`src/rtl/seg_scan_ctrl.sv`:
```
// seg_scan_ctrl: time-multiplexed scan controller for a multi-digit
// seven-segment display. One shared hex decoder is time-shared across the
// digits; each digit slot starts with a dark window to avoid ghosting, and
// new values are staged so that a frame never mixes old and new digits.
//
// Handshake note: there is no valid/ready pair here. 'load' is a one-cycle
// strobe that is always accepted: it either stages the bus into pend_*
// (scanning) or, on a frame-boundary cycle or while disabled, writes the
// bus straight into the displayed shadow registers.
module seg_scan_ctrl #(
  parameter int NDIG     = 4,
  parameter int PRESCALE = 1000,
  parameter int BLANK    = 16
) (
  input  logic              clk,
  input  logic              rst_n,
  input  logic              en,
  input  logic              load,
  input  logic [4*NDIG-1:0] value,
  input  logic [NDIG-1:0]   dp_in,
  output logic [3:0]        dec_din,
  input  logic [7:0]        dec_dout,
  output logic [7:0]        seg,
  output logic [NDIG-1:0]   dig_sel,
  output logic              frame_done
);

  localparam int TW = (PRESCALE > 1) ? $clog2(PRESCALE) : 1;
  localparam int IW = (NDIG > 1) ? $clog2(NDIG) : 1;
  localparam logic [TW-1:0] TICK_LAST  = TW'(PRESCALE - 1);
  localparam logic [IW-1:0] IDX_LAST   = IW'(NDIG - 1);
  localparam logic [TW-1:0] BLANK_TICK = TW'(BLANK);

  typedef enum logic [1:0] {
    ST_OFF   = 2'd0,
    ST_BLANK = 2'd1,
    ST_SHOW  = 2'd2
  } state_t;

  // Scan position; 'state' is a pure function of en and tick.
  state_t          state;
  logic [TW-1:0]   tick, tick_nxt;
  logic [IW-1:0]   idx, idx_nxt;
  logic            boundary;

  logic [4*NDIG-1:0] shadow_val, pend_val;
  logic [NDIG-1:0]   shadow_dp, pend_dp;
  logic              pend_v;
  logic              dp_cur;

  // Scan position registers.
  always_ff @(posedge clk or negedge rst_n) begin
    if (!rst_n) begin
      tick <= '0;
      idx  <= '0;
    end else begin
      tick <= tick_nxt;
      idx  <= idx_nxt;
    end
  end

  // Slot phase decode and next scan position; the frame boundary is the last
  // tick of the last digit.
  always_comb begin
    state    = ST_OFF;
    tick_nxt = tick;
    idx_nxt  = idx;
    boundary = 1'b0;
    if (en) begin
      state = (tick < BLANK_TICK) ? ST_BLANK : ST_SHOW;
    end
    case (state)
      ST_OFF: begin
        tick_nxt = '0;
        idx_nxt  = '0;
      end
      default: begin
        if (tick == TICK_LAST) begin
          tick_nxt = '0;
          idx_nxt  = (idx == IDX_LAST) ? '0 : idx + IW'(1);
          boundary = (idx == IDX_LAST);
        end else begin
          tick_nxt = tick + TW'(1);
        end
      end
    endcase
  end

  // Select the current digit's nibble and decimal point from the shadow copy.
  always_comb begin
    dec_din = 4'h0;
    dp_cur  = 1'b0;
    for (int i = 0; i < NDIG; i++) begin
      if (idx == IW'(i)) begin
        dec_din = shadow_val[4*i +: 4];
        dp_cur  = shadow_dp[i];
      end
    end
  end

  // Registered pin drive: dark outside SHOW; the decoder's own dp bit is
  // replaced by the per-digit decimal point.
  always_ff @(posedge clk or negedge rst_n) begin
    if (!rst_n) begin
      seg        <= '0;
      dig_sel    <= '0;
      frame_done <= 1'b0;
    end else begin
      frame_done <= boundary;
      if (state == ST_SHOW) begin
        seg     <= {dec_dout[7:1], dp_cur};
        dig_sel <= NDIG'(1) << idx;
      end else begin
        seg     <= '0;
        dig_sel <= '0;
      end
    end
  end

  // Load staging and tear-free transfer into the displayed copy. While
  // disabled nothing is on the pins, so a load goes straight to the shadow.
  always_ff @(posedge clk or negedge rst_n) begin
    if (!rst_n) begin
      shadow_val <= '0;
      shadow_dp  <= '0;
      pend_val   <= '0;
      pend_dp    <= '0;
      pend_v     <= 1'b0;
    end else if (!en) begin
      if (load) begin
        shadow_val <= value;
        shadow_dp  <= dp_in;
        pend_v     <= 1'b0;
      end
    end else if (boundary) begin
      if (load) begin
        shadow_val <= value;
        shadow_dp  <= dp_in;
        pend_v     <= 1'b0;
      end else if (pend_v) begin
        shadow_val <= pend_val;
        shadow_dp  <= pend_dp;
        pend_v     <= 1'b0;
      end
    end else if (load) begin
      pend_val <= value;
      pend_dp  <= dp_in;
      pend_v   <= 1'b1;
    end
  end

endmodule

```
`config.mk`:
```
export PLATFORM = sky130hd
export DESIGN_NAME = seg_scan_ctrl
export DESIGN_NICKNAME = d
export VERILOG_FILES = /design/src/rtl/seg_scan_ctrl.sv
export SDC_FILE = /design/constraint.sdc
export NUM_CORES = 1
export LEC_CHECK = 0
export CORE_ASPECT_RATIO = 0.9
export CORE_MARGIN = 8
export CORE_UTILIZATION = 59
export CTS_BUF_LIST = sky130_fd_sc_hd__clkbuf_8
export DETAILED_ROUTE_END_ITERATION = 7
export GPL_ROUTABILITY_DRIVEN = 0
export PLACE_DENSITY = 0.87
export SLEW_MARGIN = 20
export SYNTH_ARGS = -nofsm -noshare
export SYNTH_HDL_FRONTEND = slang
export SYNTH_SLANG_ARGS = --single-unit
```
`constraint.sdc`:
```
create_clock -name clk -period 3.05 [get_ports clk]
set_input_delay 0.61 -clock clk [delete_from_list [all_inputs] [get_ports clk]]
set_output_delay 0.61 -clock clk [all_outputs]
set_load 0.05 [all_outputs]
```
=== Yosys cells after proc, flatten, opt, wreduce, memory -nomap -nowiden ===
Cells that the tools add are included.

* Input bits: 32
* Register bits: 66
* Word-level logic and storage cells: 63

* Shifts and indexed selects: 1
* Magnitude comparators: 1
* Reduce and logical (&&, ||, !) cells: 8
* Multiplexer cells: 33
* Bitwise operators: 1
* Equality and inequality tests: 7
* $add $sub $neg: 2

{| class="wikitable"
|+ Operators with widths
! cell !! number
|-
| $mux W16 || 5
|-
| $mux W4 || 10
|-
| $mux W10 || 2
|-
| $add A10 B1 Y10 const B || 1
|-
| $eq A10 B10 Y1 const B || 1
|-
| $lt A10 B5 Y1 const B || 1
|-
| $mux W1 || 10
|-
| $mux W2 || 5
|-
| $mux W8 || 1
|-
| $eq A2 B2 Y1 const B || 3
|-
| $reduce_and A3 Y1 || 2
|-
| $reduce_bool A2 Y1 || 3
|-
| $logic_not A2 Y1 || 2
|-
| $shl A1 B2 Y4 const A || 1
|-
| $ne A3 B2 Y1 const B || 1
|-
| $add A2 B1 Y2 const B || 1
|-
| $eq A2 B1 Y1 const B || 1
|-
| $ne A2 B1 Y1 const B || 1
|-
| $reduce_and A2 Y1 || 1
|-
| $not A1 Y1 || 1
|}

=== Depth between registers and ports, before layout ===
Gate-level depths: netlist of the first run.

* Depth in word-level cells: 7
* Mapped depth: 6

=== Worst setup path after synthesis of the first run ===
OpenSTA, ideal clock, no wires.

* Path kind: register to output
* Start: register idx[0]
* End: output port dec_din[0]
* Stages on the path, launching flop included: 5
* Arrival: 2176 ps
* Slack: 264 ps
* Cells stage by stage: dfrtp_1 -> ha_1 -> nor2b_1 -> a221oi_1 -> o31ai_1

* Longest elaborated chain between the ends: 5
* Elaborated cells between the ends (all ways): 8

{| class="wikitable"
|+ Ends and longest elaborated chain
! item !! line !! text
|-
| start: declaration || 43 || <nowiki>logic [IW-1:0] idx, idx_nxt;</nowiki>
|-
| start signal: assignment || 58 || <nowiki>idx <= idx_nxt;</nowiki>
|-
| $logic_not A2 Y1 || 94 || <nowiki>if (idx == IW'(i)) begin</nowiki>
|-
| $mux W4 (3 in a row) || 94 ||
|-
| $mux W4 * || 94 ||
|-
| end: declaration || 21 || <nowiki>output logic [3:0] dec_din,</nowiki>
|}

Mark *: on every way between the ends. The rest lies on a longest branch, timed or not.

=== Worst setup path after layout of the first run ===
* Start: register idx[1]
* End: output port dec_din[3]

The elaborated chain is that of the path after synthesis.

==> run_results.csv, run 1 <==
group,metric,value,unit
run_status,outcome,"finished, final reports clean",
cts,holdBufCountCts,0,
layout,n_antenna_cell,0,
cts,cts.repair_timing.setup_buffer_count,0,
layout,commonest_cells_after_routing_fill_and_taps_aside,"sky130_fd_sc_hd__dfrtp_1, sky130_fd_sc_hd__clkdlybuf4s50_1, sky130_fd_sc_hd__mux2_2",
worst_setup_path,cp-end-kind,"output pin",
cts,clock_path_buffers,2,
layout,design_area,0.003801,mm²
cts,clkSinkCount,66,
cts,cts_root_buf,"sky130_fd_sc_hd__clkbuf_8",
yosys,count_of_state_elements_after_synthesis,66,
sta,post-route-period-util,0.8980,
floorplanning,chipWidth,91.73,µm
drt,drt_iter0_markers,56,
yosys,synth_top_flop_cell,"sky130_fd_sc_hd__dfrtp_1",
sta,tightest_slew,0.7411,ns
sta,timing.final.hold_violations,0,
sta,timing.final.crit_period,2.739,ns
global_route,grt_met3_use,0.06417,
placed_design,detailed_place_hpwl,4.473,mm
cts,clkSlewWorstSetupHoldPaths,0.07,ns
drt,routedWlPerCell,17.82,µm
cts,cts_tree,"built",
yosys,synth-edff-count,0,
global_route,use_met2,0.2917,
floorplanning,floorplan.initialDensity,0.5937,
global_route,overflow,0,
drt,routed_via_density,5.460,
worst_setup_path,reg2reg_setup_slack,0.92,ns
sta,max_slew_margin,0.5059,
yosys,mean_post_synth_cell_area,13.36,µm²
layout,mostFrequentLayoutCell,"sky130_fd_sc_hd__dfrtp_1",
global_route,number_of_global_route_vias_before_repair,2217,
global_route,global_route.usage.met1,0.2002,
yosys,synth.net_count,265,
pwr,power,2168,µW
global_route,grt_usage,0.1744,
floorplanning,top_level_ports,49,
sta,fmax,365.1,MHz
global_route,grt_antenna_before_repair,0,
sta,setup_tns,0,ns
worst_setup_path,ff2ff_path_depth,4,
worst_setup_path,cp.arrival,2.13,ns
pwr,power.static_leakage,0.001729,µW
pwr,ir_drop,0.0004121,V
yosys,post_synthesis_cell_area,0.003045,mm²
drt,route.antenna.remaining_nets,0,
global_route,grt_first_pass_wirelength,10.54,mm
yosys,number_of_unique_standard_cell_types_used_by_synthesis,31,
hold_path,hold_class,"in -> async",
placed_design,place.port_buffers,47,
sta,report.final.slew_viol_count,0,
sta,setup_viol,0,
cts,cts.htree.levels,3,
cts,clock_insertion_delay_worst_skew,0.34,ns
global_route,most_utilized_layer_in_the_global_route_result,"met2",
layout,post_route_cells_drive_above_1_share,0.2927,
cts,cts.repair.resized,0,
sta,final.hold.worst_slack,0.3357,ns
yosys,synth_cells,228,
drt,vias,1933,
worst_setup_path,cp_data_required_time,2.44,ns
placed_design,detailedPlace.worstSlack,0.3813,ns
sta,grt_setup_unrepaired,"no",
floorplanning,floorplan.die_area,0.007720,mm²
drt,drt_wl_total,6.310,mm
yosys,synthesis.yosys.warnings,0,
job,max-cap-violations,0,
layout,layout.nets,319,
yosys,ys_seq_area_frac,0.5423,
floorplanning,dieHeight,84.16,µm
placed_design,post_dp_cell_area,0.003587,mm²
drt,post_route_drc,0,
floorplanning,cell_rows,25,
worst_setup_path,worst-path-max-fanout,8,
cts,cts_inserted_buffers,9,
pwr,cellPowerDensity,570.4,mW/mm²
worst_setup_path,critical_path_class,"reg -> out",
worst_setup_path,startpoint_of_the_worst_register_to_register_path,"idx[0]",
sta,layout_setup_ws,0.3110,ns
sta,finalClockSkew,0.008196,ns
floorplanning,core-area,0.005130,mm²
global_route,grt_start_max_net_pins,36,
worst_setup_path,worstSetupStartpointType,"flip-flop",
layout,area.growth.synth_to_final,24.82,%
worst_setup_path,reg_to_reg_endpoint,"shadow_val[12]",
drt,drt_pass1_iterations,4,
yosys,synth_async_sr_flop_share,1.000,
[through the flow]
step           instances    util
2_1_floorplan        228       -
3_3_place_gp         338  0.6993
3_5_place_dp         338  0.6993
4_1_cts              354  0.7407
5_1_grt              354  0.7410
6_report             354  0.7410
[cells in the mapped netlist, types with 2 or more instances]
master | n | share of area
sky130_fd_sc_hd__dfrtp_1 | 66 | 0.54
sky130_fd_sc_hd__nand3_1 | 4 | 0.0066
sky130_fd_sc_hd__mux2_4 | 20 | 0.099
sky130_fd_sc_hd__buf_6 | 2 | 0.0074
sky130_fd_sc_hd__mux2_2 | 40 | 0.15
sky130_fd_sc_hd__ha_1 | 5 | 0.021
sky130_fd_sc_hd__a221oi_1 | 4 | 0.012
sky130_fd_sc_hd__inv_1 | 2 | 0.0025
sky130_fd_sc_hd__nand4_1 | 4 | 0.0082
sky130_fd_sc_hd__xor2_1 | 5 | 0.014
sky130_fd_sc_hd__nor3_1 | 2 | 0.0033
sky130_fd_sc_hd__o31ai_1 | 4 | 0.0099
sky130_fd_sc_hd__clkbuf_1 | 6 | 0.0074
sky130_fd_sc_hd__xnor2_1 | 3 | 0.0086
sky130_fd_sc_hd__nand2_1 | 12 | 0.015
sky130_fd_sc_hd__nor2_1 | 11 | 0.014
sky130_fd_sc_hd__a21oi_1 | 3 | 0.0049
sky130_fd_sc_hd__buf_2 | 2 | 0.0033
sky130_fd_sc_hd__nor2b_1 | 6 | 0.012
sky130_fd_sc_hd__mux2i_1 | 2 | 0.0066
sky130_fd_sc_hd__and3_1 | 2 | 0.0041
sky130_fd_sc_hd__and2_1 | 14 | 0.029
[flip-flops by register name, indices dropped and copies added (netlist names)]
register    flops
pend_val       16
tick           10
shadow_val     16
pend_dp         4
idx             2
pend_v          1
shadow_dp       4
dig_sel         4
frame_done      1
seg             8
[area by class of cell]
type                            count  area [µm²]
Fill cell                         360        1329
Clock inverter                      6       75.07
Inverter                            2       7.507
Tap cell                           67       83.83
Clock buffer                       10       137.6
Multi-Input combinational cell    150        1333
Timing Repair Buffer               53       513.0
Sequential cell                    66        1652
[power by group]
part           internal (µW)  total, µW  switching [µW]
Combinational            203        350             146
Sequential               974       1030            59.1
Clock                    471        786             315
[metal layers]
layer,part of all wire,wire [µm]
met1,0.43,2719
met2,0.51,3210
met3,0.050,318
met4,0.0098,62
met5,0,0
[kinds of logic (layout without fill, tap and decap cells)]
family                   count (synthesis)  after routing  share of synthesized area
flip-flops                              66             66                     0.5423
multiplexers                            62             62                     0.2531
AND/OR/NAND/NOR                         60             60                     0.1048
AO/OA/AOI/OAI                           15             15                    0.03574
buffers and inverters                   12             71                    0.02054
XOR/XNOR                                 8              8                    0.02301
adder cells (fa/ha/maj)                  5              5                    0.02054
[worst max path at each step]
stage                                end    from  depth (start not counted)
after floorplan               dec_din[0]  idx[0]                          4
after global placement    shadow_val[10]      en                          4
after detailed placement  shadow_val[11]      en                          4
after CTS                     dec_din[3]  idx[1]                          6
after global routing          dec_din[1]  idx[1]                          6
final                         dec_din[3]  idx[1]                          6
[worst max-delay path: stages, from the launching register on]
cell,delay (ns)
sky130_fd_sc_hd__dfrtp_1,0.39
sky130_fd_sc_hd__inv_1,0.09
sky130_fd_sc_hd__ha_1,0.29
sky130_fd_sc_hd__nor2b_1,0.32
sky130_fd_sc_hd__a221oi_1,0.15
sky130_fd_sc_hd__o31ai_1,0.29
sky130_fd_sc_hd__buf_4,0.26
Power figures use the tool's default switching activity.
==> run 2, diff against run 1 <==
--- a/config.mk
+++ b/config.mk
@@ -5,13 +5,15 @@
 export SDC_FILE = /design/constraint.sdc
 export NUM_CORES = 1
 export LEC_CHECK = 0
+export ABC_AREA = 1
 export CORE_ASPECT_RATIO = 0.9
 export CORE_MARGIN = 8
-export CORE_UTILIZATION = 59
+export CORE_UTILIZATION = 60
 export CTS_BUF_LIST = sky130_fd_sc_hd__clkbuf_8
 export DETAILED_ROUTE_END_ITERATION = 7
 export GPL_ROUTABILITY_DRIVEN = 0
-export PLACE_DENSITY = 0.87
+export PLACE_DENSITY = 0.88
+export RECOVER_POWER = 50
 export SLEW_MARGIN = 20
 export SYNTH_ARGS = -nofsm -noshare
 export SYNTH_HDL_FRONTEND = slang
==> run 2 against run 1 <==
The flow now finishes with violations (capacitance limit, slew limit). Synthesized cell count up 75%. Hold slack better by 0.13 ns. Register-to-register slack about the same. Combinational power down 19%. Clock skew about the same. Core utilization up 0.26 points. Critical path depth up 2. Routed wire length up 16%. Clock power down 5.0%. Total power down 6.5%. Critical path type unchanged. Largest cell class unchanged. Largest power group unchanged.
==> run_results.csv, run 2 <==
group,metric,value,unit
global_route,grt_first_pass_wirelength,12.49,mm
layout,commonest_cells_after_routing_fill_and_taps_aside,"sky130_fd_sc_hd__nand2_1, sky130_fd_sc_hd__dfrtp_1, sky130_fd_sc_hd__nand3_1",
sta,finalClockSkew,0.008189,ns
drt,drt_pass1_iterations,4,
cts,holdBufCountCts,0,
floorplanning,chipWidth,92.75,µm
global_route,grt_start_max_net_pins,35,
pwr,ir_drop,0.0003458,V
drt,route.antenna.remaining_nets,0,
yosys,yosys.area.top_type,"sky130_fd_sc_hd__dfrtp_1",
yosys,yosys-mux-area-fraction,0,
cts,clock_path_buffers,2,
drt,routedWlPerCell,14.26,µm
layout,area.growth.synth_to_final,21.40,%
drt,post_route_drc,0,
sta,report.final.slew_viol_count,35,
pwr,cellPowerDensity,525.2,mW/mm²
sta,post-route-period-util,0.9130,
layout,post_route_cells_drive_above_1_share,0.06920,
floorplanning,floorplan.die_area,0.007890,mm²
run_status,outcome,"finished with violations",
hold_path,hold_class,"reg -> reg",
drt,vias,2819,
layout,n_antenna_cell,0,
worst_setup_path,cp.arrival,2.17,ns
yosys,post_synthesis_cell_area,0.003181,mm²
layout,seqCellArea,0.001652,mm²
placed_design,post-place-cells,500,
yosys,synthAdderAreaFrac,0.01967,
yosys,count_of_state_elements_after_synthesis,66,
worst_setup_path,slowest_stage,"sky130_fd_sc_hd__dfrtp_1",
floorplanning,top_level_ports,49,
cts,clkSinkCount,66,
cts,cts.htree.levels,3,
sta,timing.final.hold_violations,0,
layout,area_of_combinational_cells_with_multiple_inputs,0.001309,mm²
worst_setup_path,crit_path_cell_trace,"inv_1, ha_1, nor2_1, nand2_1, nand2_1, o21ai_0, o21ai_0, buf_4",
yosys,largest_family_of_logic_cells_by_synthesized_area,"simple AND/OR/NAND/NOR gates",
yosys,synth_cells,400,
layout,fillerInstances,425,
sta,timing.final.crit_period,2.785,ns
yosys,synth_async_sr_flop_share,1.000,
sta,max_slew_margin,-0.1443,
pwr,power,2028,µW
cts,cts.repair.resized,0,
floorplanning,cell_rows,25,
sta,setup_tns,0,ns
cts,cts_inserted_buffers,9,
floorplanning,floorplan.initialDensity,0.6125,
placed_design,detailed_place_hpwl,5.120,mm
cts,cts_tree,"built",
global_route,grt_usage,0.1959,
drt,routed_via_density,5.474,
yosys,synth.top_cell.area_share,0.5193,
drt,drt_iter0_markers,190,
placed_design,place.port_buffers,47,
job,max-cap-violations,1,
global_route,overflow,0,
worst_setup_path,cp-end-kind,"output pin",
yosys,number_of_unique_standard_cell_types_used_by_synthesis,27,
yosys,mean_post_synth_cell_area,7.951,µm²
worst_setup_path,worst-path-max-fanout,7,
yosys,ys_top_cells_by_count,"sky130_fd_sc_hd__nand2_1, sky130_fd_sc_hd__dfrtp_1, sky130_fd_sc_hd__nand3_1, sky130_fd_sc_hd__nor2_1, sky130_fd_sc_hd__inv_1",
worst_setup_path,kind_of_cell_with_the_highest_combined_delay_on_the_critical_path,"simple AND/OR/NAND/NOR gates",
yosys,synthesis.yosys.warnings,0,
layout,layout.nets,481,
drt,drt_wl_total,7.343,mm
placed_design,detailedPlace.worstSlack,0.6271,ns
worst_setup_path,timing.critical_path.buf_inv,2,
layout,mostFrequentLayoutCell,"sky130_fd_sc_hd__nand2_1",
global_route,grt_antenna_before_repair,0,
yosys,synth_compound_area_frac,0.04052,
sta,layout_setup_ws,0.2654,ns
yosys,synth-edff-count,0,
run_status,failed_checks,"capacitance limit, slew limit",
layout,final_cells,515,
cts,cts.repair_timing.setup_buffer_count,0,
sta,fmax,359.1,MHz
sta,tightest_slew,1.716,ns
pwr,power.static_leakage,0.002001,µW
global_route,number_of_global_route_vias_before_repair,2716,
layout,utilization,0.7436,
yosys,synth.net_count,437,
cts,clock_insertion_delay_worst_skew,0.33,ns
floorplanning,dieHeight,85.07,µm
layout,largest_registers,"pend_val (16), shadow_val (16), tick (10)",
yosys,synth_top_cells_by_area,"sky130_fd_sc_hd__dfrtp_1, sky130_fd_sc_hd__nand2_1, sky130_fd_sc_hd__nand3_1",
worst_setup_path,cp_slowest_stage_delay,0.38,ns
worst_setup_path,cp_data_required_time,2.44,ns
worst_setup_path,worstSetupStartpointType,"flip-flop",
worst_setup_path,critical_path_class,"reg -> out",
sta,setup_viol,0,
yosys,synth_xor_area_frac,0.005507,
yosys,synthMostInstantiatedCell,"sky130_fd_sc_hd__nand2_1",
cts,clkSlewWorstSetupHoldPaths,0.07,ns
yosys,yosys.area_share.simple,0.3466,
floorplanning,core-area,0.005192,mm²
yosys,ys_seq_area_frac,0.5193,
cts,cts_root_buf,"sky130_fd_sc_hd__clkbuf_8",
yosys,synth_top_flop_cell,"sky130_fd_sc_hd__dfrtp_1",
sta,grt_setup_unrepaired,"no",
==> run 2: cell types whose count changed in the layout (fill, tap and decap cells not counted), moves of 13 or more <==
| cell | before | now |
|---|---|---|
| sky130_fd_sc_hd__nand4_1 | 4 | 22 |
| sky130_fd_sc_hd__and2_1 | 14 | 1 |
| sky130_fd_sc_hd__mux2_4 | 20 | 0 |
| sky130_fd_sc_hd__mux2_2 | 40 | 0 |
| sky130_fd_sc_hd__nand3_1 | 4 | 50 |
| sky130_fd_sc_hd__nor2_1 | 11 | 28 |
| sky130_fd_sc_hd__inv_1 | 6 | 26 |
| sky130_fd_sc_hd__nand2_1 | 12 | 145 |
==> run 2: kinds of logic after synthesis <==
family / Yosys count
compound gates: 24
flops: 66
xor+xnor: 2
simple gates: 254
fa+ha+maj: 5
buf+inv: 49
==> run 2: power breakdown <==
group          switching [µW]  internal (µW)
registers                44.7            953
logic                     175            108
clock network             311            436
==> run 2: per-stage QoR <==
stage / hold WS (ns) / instance area, µm²
floorplan: 0.3144 / 3181
global placement: 0.4495 / 3680
detailed placement: 0.4583 / 3680
CTS: 0.3749 / 3884
global route: 0.4915 / 3861
finish: 0.4700 / 3861
==> run 2: routing by layer <==
metal  vias to the layer above  routed length (µm)  global-route usage
li1                       1377                   -                   -
met3                         9                 512             0.05291
met2                       116                3470              0.3000
met5                         -                   0                   0
met4                         0                  69             0.06433
met1                      1317                3291              0.2623
==> run 2: path summary, 6_finish.rpt <==
path                            slack (ns)    start             to  cells past startpoint
worst min-delay path                  0.47  tick[0]        tick[0]                      1
worst max register to register        0.91   idx[0]   pend_val[14]                      7
max in group asynchronous             0.72    rst_n  shadow_val[5]                      2
min in group asynchronous             0.72    rst_n        tick[8]                      1
worst min register to register        0.47  tick[0]        tick[0]                      1
worst max-delay path                  0.27   idx[1]     dec_din[3]                      8
==> run 2: layout make-up <==
class / instances / share of cell area
Sequential cell: 66 / 0.4277
Multi-Input combinational cell: 285 / 0.3390
Clock buffer: 12 / 0.04277
Tap cell: 67 / 0.02171
Inverter: 26 / 0.02528
Timing Repair Buffer: 56 / 0.1335
Clock inverter: 3 / 0.01005
